==> config.mk <==
export PLATFORM = sky130hd
export DESIGN_NAME = mcu_sequencer
export DESIGN_NICKNAME = d
export VERILOG_FILES = /design/src/rtl/mcu_pkg.sv /design/src/rtl/mcu_addr_counter.sv /design/src/rtl/mcu_sequencer.sv
export SDC_FILE = /design/constraint.sdc
export NUM_CORES = 1
export LEC_CHECK = 0
export ABC_AREA = 1
export BUFFER_PORTS_ARGS = -buffer_cell sky130_fd_sc_hd__buf_4
export CAP_MARGIN = 15
export CORE_MARGIN = 3
export CORE_UTILIZATION = 58
export CTS_CLUSTER_SIZE = 28
export DETAILED_ROUTE_END_ITERATION = 6
export GPL_ROUTABILITY_DRIVEN = 0
export PLACE_DENSITY = 0.79
export RECOVER_POWER = 50
export SLEW_MARGIN = 20
export SYNTH_ARGS = -nofsm -noshare
export SYNTH_HDL_FRONTEND = slang
export SYNTH_SLANG_ARGS = --single-unit
==> constraint.sdc <==
create_clock -name i_CLK -period 2.49 [get_ports i_CLK]
set_input_delay 0.1245 -clock i_CLK [delete_from_list [all_inputs] [get_ports i_CLK]]
set_output_delay 0.1245 -clock i_CLK [all_outputs]
set_load 0.01 [all_outputs]
==> src/rtl/mcu_pkg.sv <==
// mcu_pkg: shared definitions for the MCU sequencer.
//   state_t         - top-level state encoding that is driven onto o_state.
//   MIN_LEN         - shortest row length accepted on i_Start.
//   sub_width()     - bit width of the PROC substate bus for a given N.
//   sel_width()     - bit width of the memory-select bus for a given N.
package mcu_pkg;

    typedef enum logic [1:0] {
        ST_LOAD = 2'b00,
        ST_PROC = 2'b01,
        ST_OUT  = 2'b10,
        ST_IDLE = 2'b11
    } state_t;

    localparam int MIN_LEN = 3;

    // A one-valued substate range would give $clog2 == 0; keep at least one bit.
    function automatic int sub_width(input int n);
        return (n / 2 + 1 > 1) ? $clog2(n / 2 + 1) : 1;
    endfunction

    function automatic int sel_width(input int n);
        return $clog2(n + 2);
    endfunction

endpackage

==> src/rtl/mcu_addr_counter.sv <==
// mcu_addr_counter: enabled wrapping address counter.
//   clk, rst_n - clock, asynchronous active-low reset
//   clear      - synchronous return to 0 (wins over en)
//   en         - advance by one; wraps to 0 after reaching limit
//   limit      - last value before the wrap
//   count      - current value
//   tc         - terminal count: count == limit
module mcu_addr_counter #(
    parameter int W = 10
) (
    input  logic         clk,
    input  logic         rst_n,
    input  logic         clear,
    input  logic         en,
    input  logic [W-1:0] limit,
    output logic [W-1:0] count,
    output logic         tc
);

    logic [W-1:0] count_reg;

    assign count = count_reg;
    assign tc    = (count_reg == limit);

    always_ff @(posedge clk or negedge rst_n) begin
        if (!rst_n) begin
            count_reg <= '0;
        end else if (clear) begin
            count_reg <= '0;
        end else if (en) begin
            count_reg <= tc ? '0 : count_reg + W'(1);
        end
    end

endmodule

==> src/rtl/mcu_sequencer.sv <==
// mcu_sequencer: control side of the MCU mux array for one image strip.
// Loads N+2 row memories, runs two in-place convolution half-passes, then
// streams the memories out under a valid/ready handshake.
//   i_CLK, i_nRST   - clock, asynchronous active-low reset
//   i_Start         - start pulse (IDLE only), i_ImgLength = row length L
//   i_Valid         - input pixel strobe (LOAD only)
//   i_OutReady      - downstream accepts o_Data
//   o_state         - 00 LOAD, 01 PROC, 10 OUT, 11 IDLE
//   o_substate      - PROC half-pass select
//   o_memSelect     - memory for LOAD writes / OUT presentation
//   o_RdAddr        - common read address (memories have a 1-cycle read)
//   o_WrAddr/o_WrEn - common write address, per-memory write enables
//   o_ConvValid     - convolver input column valid
//   o_OutValid      - o_Data valid
//   o_Busy, o_Done  - not-IDLE flag, end-of-strip pulse
module mcu_sequencer
    import mcu_pkg::*;
#(
    parameter int N           = 2,
    parameter int BITS_IMAGEN = 11,
    parameter int BITS_ADDR   = 10,
    parameter int STATES      = 3,
    parameter int CONV_LAT    = 2
) (
    input  logic                        i_CLK,
    input  logic                        i_nRST,
    input  logic                        i_Start,
    input  logic [BITS_ADDR-1:0]        i_ImgLength,
    input  logic                        i_Valid,
    input  logic                        i_OutReady,
    output logic [$clog2(STATES)-1:0]   o_state,
    output logic [sub_width(N)-1:0]     o_substate,
    output logic [sel_width(N)-1:0]     o_memSelect,
    output logic [BITS_ADDR-1:0]        o_RdAddr,
    output logic [BITS_ADDR-1:0]        o_WrAddr,
    output logic [N+1:0]                o_WrEn,
    output logic                        o_ConvValid,
    output logic                        o_OutValid,
    output logic                        o_Busy,
    output logic                        o_Done
);

    localparam int NMEM  = N + 2;
    localparam int SUB_W = sub_width(N);
    localparam int SEL_W = sel_width(N);
    localparam int ST_W  = $clog2(STATES);

    generate
        if (N < 2 || (N % 2) != 0 || CONV_LAT < 2 || BITS_IMAGEN < 1) begin : g_bad_params
            $error("mcu_sequencer: N must be even and >= 2, CONV_LAT >= 2");
        end
    endgenerate

    state_t               state_reg;
    logic [SUB_W-1:0]     sub_reg;
    logic [SEL_W-1:0]     sel_reg;
    logic [BITS_ADDR-1:0] len_reg;
    logic                 rd_active_reg;
    logic                 out_valid_reg;
    logic                 done_reg;

    logic [BITS_ADDR-1:0] limit;
    logic                 start_ok, load_wr, transfer, last_sel;
    logic                 addr_en, sweep_en;
    logic [BITS_ADDR-1:0] addr_cnt, sweep_cnt;
    logic                 addr_tc, sweep_tc;

    assign limit    = len_reg - BITS_ADDR'(1);
    assign start_ok = (state_reg == ST_IDLE) && i_Start && (i_ImgLength >= BITS_ADDR'(MIN_LEN));
    assign load_wr  = (state_reg == ST_LOAD) && i_Valid;
    assign transfer = (state_reg == ST_OUT) && out_valid_reg && i_OutReady;
    assign last_sel = (sel_reg == SEL_W'(NMEM - 1));
    assign addr_en  = load_wr || transfer;
    assign sweep_en = (state_reg == ST_PROC) && rd_active_reg;

    // addr: LOAD write position, then OUT position of the pixel on o_Data.
    mcu_addr_counter #(.W(BITS_ADDR)) u_addr (
        .clk   (i_CLK),
        .rst_n (i_nRST),
        .clear (start_ok),
        .en    (addr_en),
        .limit (limit),
        .count (addr_cnt),
        .tc    (addr_tc)
    );

    // PROC read sweep, restarted for each half-pass by its own wrap.
    mcu_addr_counter #(.W(BITS_ADDR)) u_sweep (
        .clk   (i_CLK),
        .rst_n (i_nRST),
        .clear (start_ok),
        .en    (sweep_en),
        .limit (limit),
        .count (sweep_cnt),
        .tc    (sweep_tc)
    );

    // Write-back delay line: stage 0 is the read strobe seen at the memory
    // output (convolver input valid), stage CONV_LAT lines up with the
    // convolver result.
    logic [CONV_LAT:0]    wb_vld_reg;
    logic [BITS_ADDR-1:0] wb_addr_reg [CONV_LAT+1];
    logic                 wb_valid, wb_last;
    logic [BITS_ADDR-1:0] wb_addr;
    logic [NMEM-1:0]      wb_mask;

    always_ff @(posedge i_CLK or negedge i_nRST) begin
        if (!i_nRST) begin
            wb_vld_reg <= '0;
            for (int i = 0; i <= CONV_LAT; i++) wb_addr_reg[i] <= '0;
        end else begin
            wb_vld_reg     <= {wb_vld_reg[CONV_LAT-1:0], sweep_en};
            wb_addr_reg[0] <= sweep_cnt;
            for (int i = 1; i <= CONV_LAT; i++) wb_addr_reg[i] <= wb_addr_reg[i-1];
        end
    end

    assign wb_valid = wb_vld_reg[CONV_LAT];
    assign wb_addr  = wb_addr_reg[CONV_LAT];
    assign wb_last  = wb_valid && (wb_addr == limit);

    // Half-pass s writes back into memories 2s .. 2s+N-1.
    for (genvar gi = 0; gi < NMEM; gi++) begin : g_wb_mask
        assign wb_mask[gi] = (gi >= 2 * int'(sub_reg)) && (gi < 2 * int'(sub_reg) + N);
    end

    always_ff @(posedge i_CLK or negedge i_nRST) begin
        if (!i_nRST) begin
            state_reg     <= ST_IDLE;
            sub_reg       <= '0;
            sel_reg       <= '0;
            len_reg       <= '0;
            rd_active_reg <= 1'b0;
            out_valid_reg <= 1'b0;
            done_reg      <= 1'b0;
        end else begin
            done_reg <= 1'b0;
            case (state_reg)
                ST_IDLE: begin
                    if (start_ok) begin
                        len_reg   <= i_ImgLength;
                        sel_reg   <= '0;
                        state_reg <= ST_LOAD;
                    end
                end
                ST_LOAD: begin
                    if (load_wr && addr_tc) begin
                        if (last_sel) begin
                            sel_reg       <= '0;
                            sub_reg       <= '0;
                            rd_active_reg <= 1'b1;
                            state_reg     <= ST_PROC;
                        end else begin
                            sel_reg <= sel_reg + SEL_W'(1);
                        end
                    end
                end
                ST_PROC: begin
                    if (sweep_en && sweep_tc) rd_active_reg <= 1'b0;
                    // The last write-back trails the last read by CONV_LAT+1
                    // cycles, so it never coincides with the sweep end above.
                    if (wb_last) begin
                        if (sub_reg == '0) begin
                            sub_reg       <= SUB_W'(1);
                            rd_active_reg <= 1'b1;
                        end else begin
                            sub_reg       <= '0;
                            sel_reg       <= '0;
                            out_valid_reg <= 1'b0;
                            state_reg     <= ST_OUT;
                        end
                    end
                end
                ST_OUT: begin
                    if (!out_valid_reg) begin
                        out_valid_reg <= 1'b1;
                    end else if (transfer && addr_tc) begin
                        if (last_sel) begin
                            out_valid_reg <= 1'b0;
                            done_reg      <= 1'b1;
                            sel_reg       <= '0;
                            state_reg     <= ST_IDLE;
                        end else begin
                            sel_reg <= sel_reg + SEL_W'(1);
                        end
                    end
                end
                default: state_reg <= ST_IDLE;
            endcase
        end
    end

    // In OUT, addr tracks the pixel being presented. The read address looks
    // ahead to the next pixel only on a transfer; under stall it re-reads the
    // presented pixel so the memory output stays put.
    always_comb begin
        o_RdAddr = '0;
        o_WrAddr = '0;
        o_WrEn   = '0;
        case (state_reg)
            ST_LOAD: begin
                o_WrAddr = addr_cnt;
                if (i_Valid) o_WrEn = NMEM'(1) << sel_reg;
            end
            ST_PROC: begin
                o_RdAddr = sweep_cnt;
                if (wb_valid) begin
                    o_WrEn   = wb_mask;
                    o_WrAddr = wb_addr;
                end
            end
            ST_OUT: begin
                if (transfer) o_RdAddr = addr_tc ? '0 : addr_cnt + BITS_ADDR'(1);
                else          o_RdAddr = addr_cnt;
            end
            default: ;
        endcase
    end

    assign o_state     = ST_W'(state_reg);
    assign o_substate  = sub_reg;
    assign o_memSelect = sel_reg;
    assign o_ConvValid = wb_vld_reg[0];
    assign o_OutValid  = out_valid_reg;
    assign o_Busy      = (state_reg != ST_IDLE);
    assign o_Done      = done_reg;

endmodule

==> results of run 1 <==
cell usage after synthesis, drive strengths merged:
library cell and n:
a21oi 13, a32oi 10, buf 2, clkbuf 10, clkinv 1, dfrtp 69, dfstp 2, ha 11
inv 63, nand2 155, nand3 51, nand4 12, nor2 63, nor3 4, nor4 1, o211ai 1
o21ai 33, o22ai 15, xnor2 2, xor2 13
stage by stage:
stage | std cells | power (mW)
after floorplan | 531 | 1.54
after global placement | 651 | 1.73
after detailed placement | 651 | 1.73
after CTS | 680 | 2.89
after global routing | 689 | 3.02
final | 689 | 2.91
timing repair:
action                                  in CTS  in global routing
endpoints found under the hold margin       73                  0
hold buffers                                 5                  0
gates resized for setup                     12                 31
setup buffers                                8                  9
pin swaps                                    2                  8
endpoints found under the setup margin      10                 16
worst min path at each step:
stage                      end  depth (start not counted)      startpoint  slack (ns)
detailed placement  wb_addr[8]                          1          i_nRST        0.30
CTS                 len_reg[4]                          3  i_ImgLength[4]       0.001
finish              len_reg[6]                          3  i_ImgLength[6]        0.02
floorplan           len_reg[0]                          0          i_nRST       -0.17
global route        len_reg[6]                          3  i_ImgLength[6]        0.02
global placement    len_reg[3]                          1          i_nRST        0.29
worst register-to-register path, cell delays in order (launching register included):
cell     delay (ns)
dfrtp_1        0.42
inv_2          0.09
ha_4           0.21
inv_2          0.04
nand2_1        0.04
nand2_1        0.07
nand2_1        0.05
nor2_1         0.12
nand2_1        0.08
nor2_2         0.12
nand2_2        0.07
nor2_4         0.13
nand3_4        0.16
buf_6          0.18
buf_4          0.13
o21ai_4        0.18
nand3_1        0.17
nand2_1        0.12
cell type report:
class | count | area (um^2) | area share, %
Sequential cell | 71 | 1780 | 35.5
Multi-Input combinational cell | 384 | 2090 | 41.6
Timing Repair Buffer | 77 | 573 | 11.4
Clock inverter | 6 | 116 | 2.32
Inverter | 64 | 240 | 4.78
Tap cell | 77 | 96.3 | 1.92
Clock buffer | 10 | 128 | 2.54
per-layer routing:
layer	GRT usage (%)	wire length [um]
met1	41.2	4610
met2	48.4	5530
met3	7.74	1320
met4	13.1	494
met5	0	0
kinds of logic after synthesis:
family                   after synthesis
adder cells (fa/ha/maj)               11
AND/OR/NAND/NOR                      286
AO/OA/AOI/OAI                         72
XOR/XNOR                              15
flip-flops                            71
buffers and inverters                 76
power by group:
group	switching, mW	internal (mW)
logic	0.289	0.201
registers	0.0713	1.20
clock network	0.476	0.675
total	0.836	2.07
==> results.yml, run 1 <==
placement:
  pre_cts_slack_ns: 0.0675
  dpl-instance-area_um2: 4500
  dp_hpwl_um: 8240
  portBuffers: 47
sta:
  finalSetupViolCount: 7
  final.period_utilization_pct: 102
  fin_crit_ns: 2.53
  fin_hold_ws_ns: 0.0159
  max_slew_margin_pct: -13.4
  max_freq_mhz: 395
  final_max_slew_viol_count: 72
  worst_slack_ns: -0.0434
  fin_tns_setup_ns: -0.190
  grt_setup_unrepaired: "true"
  report.final.hold_viol_count: 0
  tightest_slew_ns: 1.70
  fin_worst_skew_ns: 0.0173
clocking:
  cts_tree: "yes"
  htreeDepth: 3
  clkLatencyLatePin_ns: 0.36
  cts_sinks: 71
  numCtsBuffers: 9
  clkSlewWorstSetupHoldPaths_ns: 0.07
  clockBufferDepth: 2
  root_buffer: "clkbuf_8"
setup_path:
  required_ns: 2.37
  r2r_start: "len_reg[1]"
  r2r_slack_ns: 0.07
  path_delay_family: "simple AND/OR/NAND/NOR gates"
  worstSetupStartpointType: "flip-flop"
  crit_end: "o_RdAddr[5]"
  critPathMaxStageDelay_ns: 0.42
  critPathCaptureType: "output port"
  path_cells: "inv_2, ha_4, inv_2, nand2_1, nand2_1, nand2_1, nor2_1, nand2_1, nor2_2, nand2_2, nor2_4, nand3_4, buf_4, nand4_1, a21oi_1, buf_4"
  critical_path_depth: 16
  critical_path_class: "reg2out"
  crit_arrival_ns: 2.41
  critPathMaxFanout: 8
  critPathMostFrequentCell: "nand2_1"
  path_buf_inv: 4
  r2r-end: "rd_active_reg"
  crit_slowest_cell: "dfrtp_1"
  ff2ff_path_depth: 17
  cp-startpoint: "len_reg[1]"
synth:
  avgSynthCellArea_um2: 7.60
  synthMuxAreaShare_pct: 0
  synthXorXnorAreaFrac_pct: 3.44
  synth_top_area_cell: "dfrtp_1"
  synth_compound_area_share_pct: 10.8
  synth_top_area_share_pct: 42.8
  ys_types: 31
  yosys_warnings: 0
  syn_nets: 557
  syn-instance-count: 531
  synth.area.top_cells: "dfrtp_1 (43%), nand2_1 (13%), nand3_1 (6.2%), inv_1 (5.5%), nor2_1 (5.2%)"
  ys_seq_area_share_pct: 44.1
  synth-seq-cells: 71
  synth-simple-area-share_pct: 31.1
  synth_fa_ha_area_share_pct: 3.41
  synth_top_family_by_area: "simple AND/OR/NAND/NOR gates"
  synth_area_um2: 4040
layout:
  num_antenna_cells: 0
  fin_util_pct: 76.9
  largest_register_ffs: 30
  design_area_um2: 5020
  drive_gt1_share_pct: 23.4
  final_net_count: 633
  fillers: 483
  most-common-layout-cells: "nand2_1 (132), dfrtp_1 (67), buf_4 (63)"
  final_common_cell: "nand2_1"
  areaGrowthSynthToFinish_pct: 24.4
floorplanning:
  ios: 48
  row_count: 29
  die_x_um: 89.4
  die_y_um: 89.4
  coreArea_um2: 6530
  initial_core_util_pct: 61.8
  die-area_um2: 8000
global_routing:
  grt_usage_pct: 31.0
  grt_pass1_wl_um: 18500
  grt_pass1_vias: 3734
  gr-total-overflow: 0
  antenna_found_initial: 0
  grt_max_degree: 72
route:
  via_per_inst: 5.93
  drcViolationCount: 0
  ant_nets: 0
  wl_um: 12000
  firstDrtPassIters: 5
  num_vias: 4085
  drt-initial-drc-count: 531
  wl_per_cell_um: 17.4
pwr:
  p_leak_nw: 2.37
  vdd_drop_max_uv: 545
  cellPowerDensity_nw_per_um2: 579
run:
  max-cap-violations: 1
run_status:
  violations: "capacitance limit, slew limit, setup timing"
  status: "complete, but fails checks"
worst_hold_path:
  hp-class: "in2reg"
(Power assumes the default switching activity.)
==> run 2: changes to the inputs <==
- CORE_ASPECT_RATIO: not set -> 1.25
==> results.yml, run 2 (synthesis gave the netlist of run 1 again) <==
sta:
  max_freq_mhz: 397
  max_slew_margin_pct: -14.1
  fin_crit_ns: 2.52
  fin_tns_setup_ns: -0.120
  final.period_utilization_pct: 101
  fin_worst_skew_ns: 0.0105
  report.final.hold_viol_count: 0
  finalSetupViolCount: 8
  final_max_slew_viol_count: 72
  grt_setup_unrepaired: "true"
  worst_slack_ns: -0.0263
  tightest_slew_ns: 1.71
placement:
  dp_hpwl_um: 8180
  pre_cts_slack_ns: 0.0180
  portBuffers: 47
pwr:
  p_sw_uw: 816
  p_comb_share_pct: 16.8
  p_leak_nw: 2.32
  p_clk_share_pct: 37.6
  vdd_drop_max_uv: 393
  pwr-share-seq_pct: 45.5
  switching_share_pct: 29.4
  cellPowerDensity_nw_per_um2: 567
  p_int_mw: 1.97
route:
  drt-initial-drc-count: 372
  num_vias: 4007
  drcViolationCount: 0
  firstDrtPassIters: 5
  wl_per_cell_um: 16.3
  via_per_inst: 5.79
  ant_nets: 0
  wl_um: 11300
layout:
  drive_gt1_share_pct: 20.2
  multi_input_area_um2: 2030
  fin_util_pct: 73.9
  areaGrowthSynthToFinish_pct: 21.6
  most-common-layout-cells: "nand2_1 (141), dfrtp_1 (67), inv_1 (57), buf_4 (57), nor2_1 (52)"
  num_antenna_cells: 0
  final_common_cell: "nand2_1"
  largest_register_ffs: 30
  fillers: 526
  register_area_um2: 1780
  final_net_count: 626
setup_path:
  critPathMaxFanout: 14
  worstSetupStartpointType: "flip-flop"
  r2r_slack_ns: 0.15
  crit_arrival_ns: 2.39
  critPathCaptureType: "output port"
  required_ns: 2.37
  cp-startpoint: "len_reg[1]"
  crit_slowest_cell: "dfrtp_1"
  critPathMostFrequentCell: "nand2_1"
  ff2ff_path_depth: 15
  crit_end: "o_RdAddr[2]"
  critPathMaxStageDelay_ns: 0.39
  critical_path_class: "reg2out"
  r2r-end: "o_substate"
  r2r_start: "len_reg[1]"
  path_cells: "buf_4, nor2_4, nand4_1, nand2_1, nand2_1, nand2_1, nand2_1, nor2_4, nand3_4, buf_12, nand3_1, a21oi_1, buf_4"
floorplanning:
  ios: 48
  die_y_um: 99.3
  initial_core_util_pct: 60.7
  die-area_um2: 8000
  coreArea_um2: 6650
  row_count: 33
  die_x_um: 80.6
worst_hold_path:
  hp-class: "in2reg"
global_routing:
  antenna_found_initial: 0
  met3_usage_pct: 6.97
  grt_pass1_wl_um: 18300
  grt.busiest_layer: "met2"
  met2_usage_pct: 47.2
  grt_use_met1_pct: 37.5
  grt_pass1_vias: 3840
  grt_usage_pct: 29.9
  gr-total-overflow: 0
  grt_max_degree: 72
clocking:
  clkLatencyLatePin_ns: 0.35
  clkSlewWorstSetupHoldPaths_ns: 0.08
  clockBufferDepth: 2
  root_buffer: "clkbuf_8"
  cts_tree: "yes"
  htreeDepth: 3
  cts_sinks: 71
  numCtsBuffers: 9
run_status:
  status: "complete, but fails checks"
  violations: "capacitance limit, slew limit, setup timing"
run:
  max-cap-violations: 1
[run 2: area by class of cell]
type / count / area share [%]
inverter: 64 / 4.94
clock buffer: 9 / 2.52
clock inverter: 7 / 2.06
timing repair buffer: 70 / 10.6
tap: 87 / 2.22
multi-input combinational: 384 / 41.4
sequential: 71 / 36.3
[run 2: what timing repair did]
item / in CTS / in global routing
buffers inserted: 5 / 2
hold buffers: 4 / 0
hold endpoints to repair: 72 / 0
setup endpoints to repair: 10 / 13
pin swaps: 3 / 4
resized for setup: 7 / 15
[run 2: critical path: cells and delay by family, from the launching register on]
| family | cells | cell delay, ns |
|---|---|---|
| buffers and inverters | 3 | 0.47 |
| DFF | 1 | 0.39 |
| AOI/OAI and AO/OA | 1 | 0.09 |
| and+or+nand+nor | 9 | 1.10 |
[run 2: stage by stage]
step	hold slack [ns]	power, mW	cell area [um^2]	cells
final	0.0205	2.78	4910	692
after floorplan	-0.171	1.54	4040	531
after detailed placement	0.299	1.72	4540	665
after CTS	0.00617	2.78	4880	690
after global placement	0.295	1.72	4540	665
after global routing	0.0148	2.91	4910	692
[run 2: worst min-delay path by stage]
stage                     slack [ns]      startpoint  cells past startpoint         end
final                           0.02  i_ImgLength[6]                      3  len_reg[6]
after global routing            0.01  i_ImgLength[1]                      3  len_reg[1]
after CTS                      0.006  i_ImgLength[1]                      3  len_reg[1]
after detailed placement        0.30          i_nRST                      1  wb_addr[5]
after global placement          0.30          i_nRST                      1  wb_addr[2]
after floorplan                -0.17          i_nRST                      0  len_reg[0]
[run 2: layer usage]
metal  vias up  share of wire [%]
met5         -                  0
met4         0                5.4
met3        53                9.1
met2       230                 47
met1      1854                 39
li1       1870                  -
[run 2: power by group through the flow]
stage | Clock, mW | Combinational (mW) | Sequential, mW
global placement | 0 | 0.434 | 1.28
detailed placement | 0 | 0.441 | 1.28
global route | 1.11 | 0.526 | 1.27
finish | 1.05 | 0.468 | 1.27
floorplan | 0 | 0.270 | 1.27
CTS | 1.06 | 0.456 | 1.26
==> run 3: changes to the inputs <==
- CORE_MARGIN: 3 -> 5
==> results.yml, run 3 (synthesis gave the netlist of run 1 again) <==
run_status:
  status: "complete, but fails checks"
  violations: "capacitance limit, slew limit, setup timing"
clocking:
  cts_tree: "yes"
  htreeDepth: 3
  clkSlewWorstSetupHoldPaths_ns: 0.08
  cts_sinks: 71
  numCtsBuffers: 9
  clkLatencyLatePin_ns: 0.36
  clockBufferDepth: 2
  root_buffer: "clkbuf_8"
setup_path:
  critical_path_class: "reg2out"
  crit_slowest_cell: "dfrtp_1"
  critPathMaxFanout: 8
  required_ns: 2.37
  critPathCaptureType: "output port"
  crit_arrival_ns: 2.45
  critPathMostFrequentCell: "nand2_1"
  worstSetupStartpointType: "flip-flop"
  critPathMaxStageDelay_ns: 0.38
  path_cells: "inv_2, ha_4, nand2_1, nand2_1, nand2_1, nor2_1, nand2_1, nor2_2, nand2_2, nor2_4, nand3_4, inv_4, nor2_2, nand2_1, a21oi_1, buf_4"
route:
  drt-initial-drc-count: 452
  ant_nets: 0
  via_per_inst: 5.92
  drcViolationCount: 0
  num_vias: 4163
  firstDrtPassIters: 6
  wl_um: 12200
  wl_per_cell_um: 17.3
pwr:
  switching_share_pct: 29.3
  p_sw_uw: 826
  pwr-share-seq_pct: 45.0
  p_leak_nw: 2.37
  cellPowerDensity_nw_per_um2: 563
  vdd_drop_max_uv: 581
  p_int_mw: 2.00
  p_clk_share_pct: 37.5
  p_comb_share_pct: 17.5
global_routing:
  grt_use_met1_pct: 32.9
  antenna_found_initial: 0
  grt_max_degree: 72
  met2_usage_pct: 45.3
  grt_pass1_vias: 4019
  met3_usage_pct: 7.13
  grt_usage_pct: 27.7
  grt.busiest_layer: "met2"
  grt_pass1_wl_um: 18900
  gr-total-overflow: 0
sta:
  grt_setup_unrepaired: "true"
  fin_worst_skew_ns: 0.0111
  final_max_slew_viol_count: 72
  tightest_slew_ns: 1.75
  worst_slack_ns: -0.0807
  fin_crit_ns: 2.57
  max_freq_mhz: 389
  final.period_utilization_pct: 103
  report.final.hold_viol_count: 0
  finalSetupViolCount: 10
  max_slew_margin_pct: -16.7
layout:
  areaGrowthSynthToFinish_pct: 24.1
  largest_register_ffs: 30
  num_antenna_cells: 0
  fillers: 533
  most-common-layout-cells: "nand2_1 (140), dfrtp_1 (67), buf_4 (64)"
  final_common_cell: "nand2_1"
  final_net_count: 634
  design_area_um2: 5010
  drive_gt1_share_pct: 21.5
run:
  max-cap-violations: 1
floorplanning:
  initial_core_util_pct: 58.6
  die_x_um: 84.6
  die-area_um2: 8740
  row_count: 34
  ios: 48
  coreArea_um2: 6890
  die_y_um: 103
placement:
  dpl-instance-area_um2: 4560
  dp_hpwl_um: 8350
  portBuffers: 47
  pre_cts_slack_ns: 0.0801
worst_hold_path:
  hp-class: "in2reg"
run 3: changes by cell type in the layout (fill, tap and decap cells not counted), moves of 2 or more:
| cell | delta |
|---|---|
| a21oi_2 | -2 |
| nor2_1 | -5 |
| nor2_2 | +5 |
| clkinvlp_4 | -2 |
| buf_4 | +7 |
| inv_6 | -2 |
| clkinv_4 | +2 |
| nand3_4 | +2 |
| a21oi_1 | +2 |
| nand3_2 | -2 |
| nand2_4 | +2 |
run 3: final timing paths:
kind | endpoint | cells past startpoint | start | slack [ns]
setup / recovery | o_RdAddr[8] | 16 | len_reg[1] | -0.08
hold / removal | len_reg[4] | 3 | i_ImgLength[4] | 0.01
setup reg to reg | u_sweep.count[8] | 18 | len_reg[1] | -0.02
hold reg to reg | wb_addr_reg[15] | 0 | wb_addr_reg[25] | 0.35
max in group asynchronous | len_reg[2] | 2 | i_nRST | 0.56
min in group asynchronous | wb_addr_reg[16] | 2 | i_nRST | 0.77
run 3: repair_timing:
action / CTS / global route
resized for setup: 8 / 22
gates cloned: 1 / 0
hold buffers: 4 / 0
pin swaps: 6 / 14
hold endpoints to repair: 72 / 0
setup buffers: 7 / 5
setup endpoints to repair: 10 / 11
run 3: final cells by class:
type,instances,area (um^2),area share [%]
multi-input cells,385,2080,41.5
well taps,90,113,2.25
repair buffers,77,563,11.2
inverters,64,243,4.85
flip-flops and latches,71,1780,35.6
clock buffers,10,138,2.75
clock inverters,6,91.3,1.82
run 3: per-stage QoR:
| stage | TNS, ns | cells | total power, mW | hold WS [ns] | util, % |
|---|---|---|---|---|---|
| 6_report | -0.400 | 703 | 2.82 | 0.0123 | 72.7 |
| 5_1_grt | -2.04 | 703 | 2.93 | 0.0307 | 72.7 |
| 4_1_cts | -0.0206 | 698 | 2.79 | 0.0106 | 71.5 |
| 3_5_place_dp | 0 | 670 | 1.73 | 0.304 | 66.2 |
| 3_3_place_gp | 0 | 670 | 1.72 | 0.299 | 66.2 |
| 2_1_floorplan | 0 | 531 | 1.54 | -0.171 | - |
run 3: worst max-delay path, delay by kind of cell, from the launching register on:
| family | cells | cell delay (ns) |
|---|---|---|
| buffers and inverters | 3 | 0.32 |
| AOI/OAI and AO/OA | 1 | 0.07 |
| and+or+nand+nor | 11 | 1.01 |
| adders and majority gates | 1 | 0.29 |
| DFF | 1 | 0.38 |
run 3: power by group through the flow:
stage,registers (mW),logic [mW],clock network (mW)
6_report,1.27,0.494,1.06
5_1_grt,1.27,0.539,1.12
4_1_cts,1.26,0.458,1.06
3_5_place_dp,1.28,0.444,0
3_3_place_gp,1.28,0.435,0
2_1_floorplan,1.27,0.270,0
run 3: layer usage:
layer	part of all wire, %	vias to the layer above
li1	-	1896
met1	37	1911
met2	47	281
met3	9.2	75
met4	6.6	0
met5	0	-
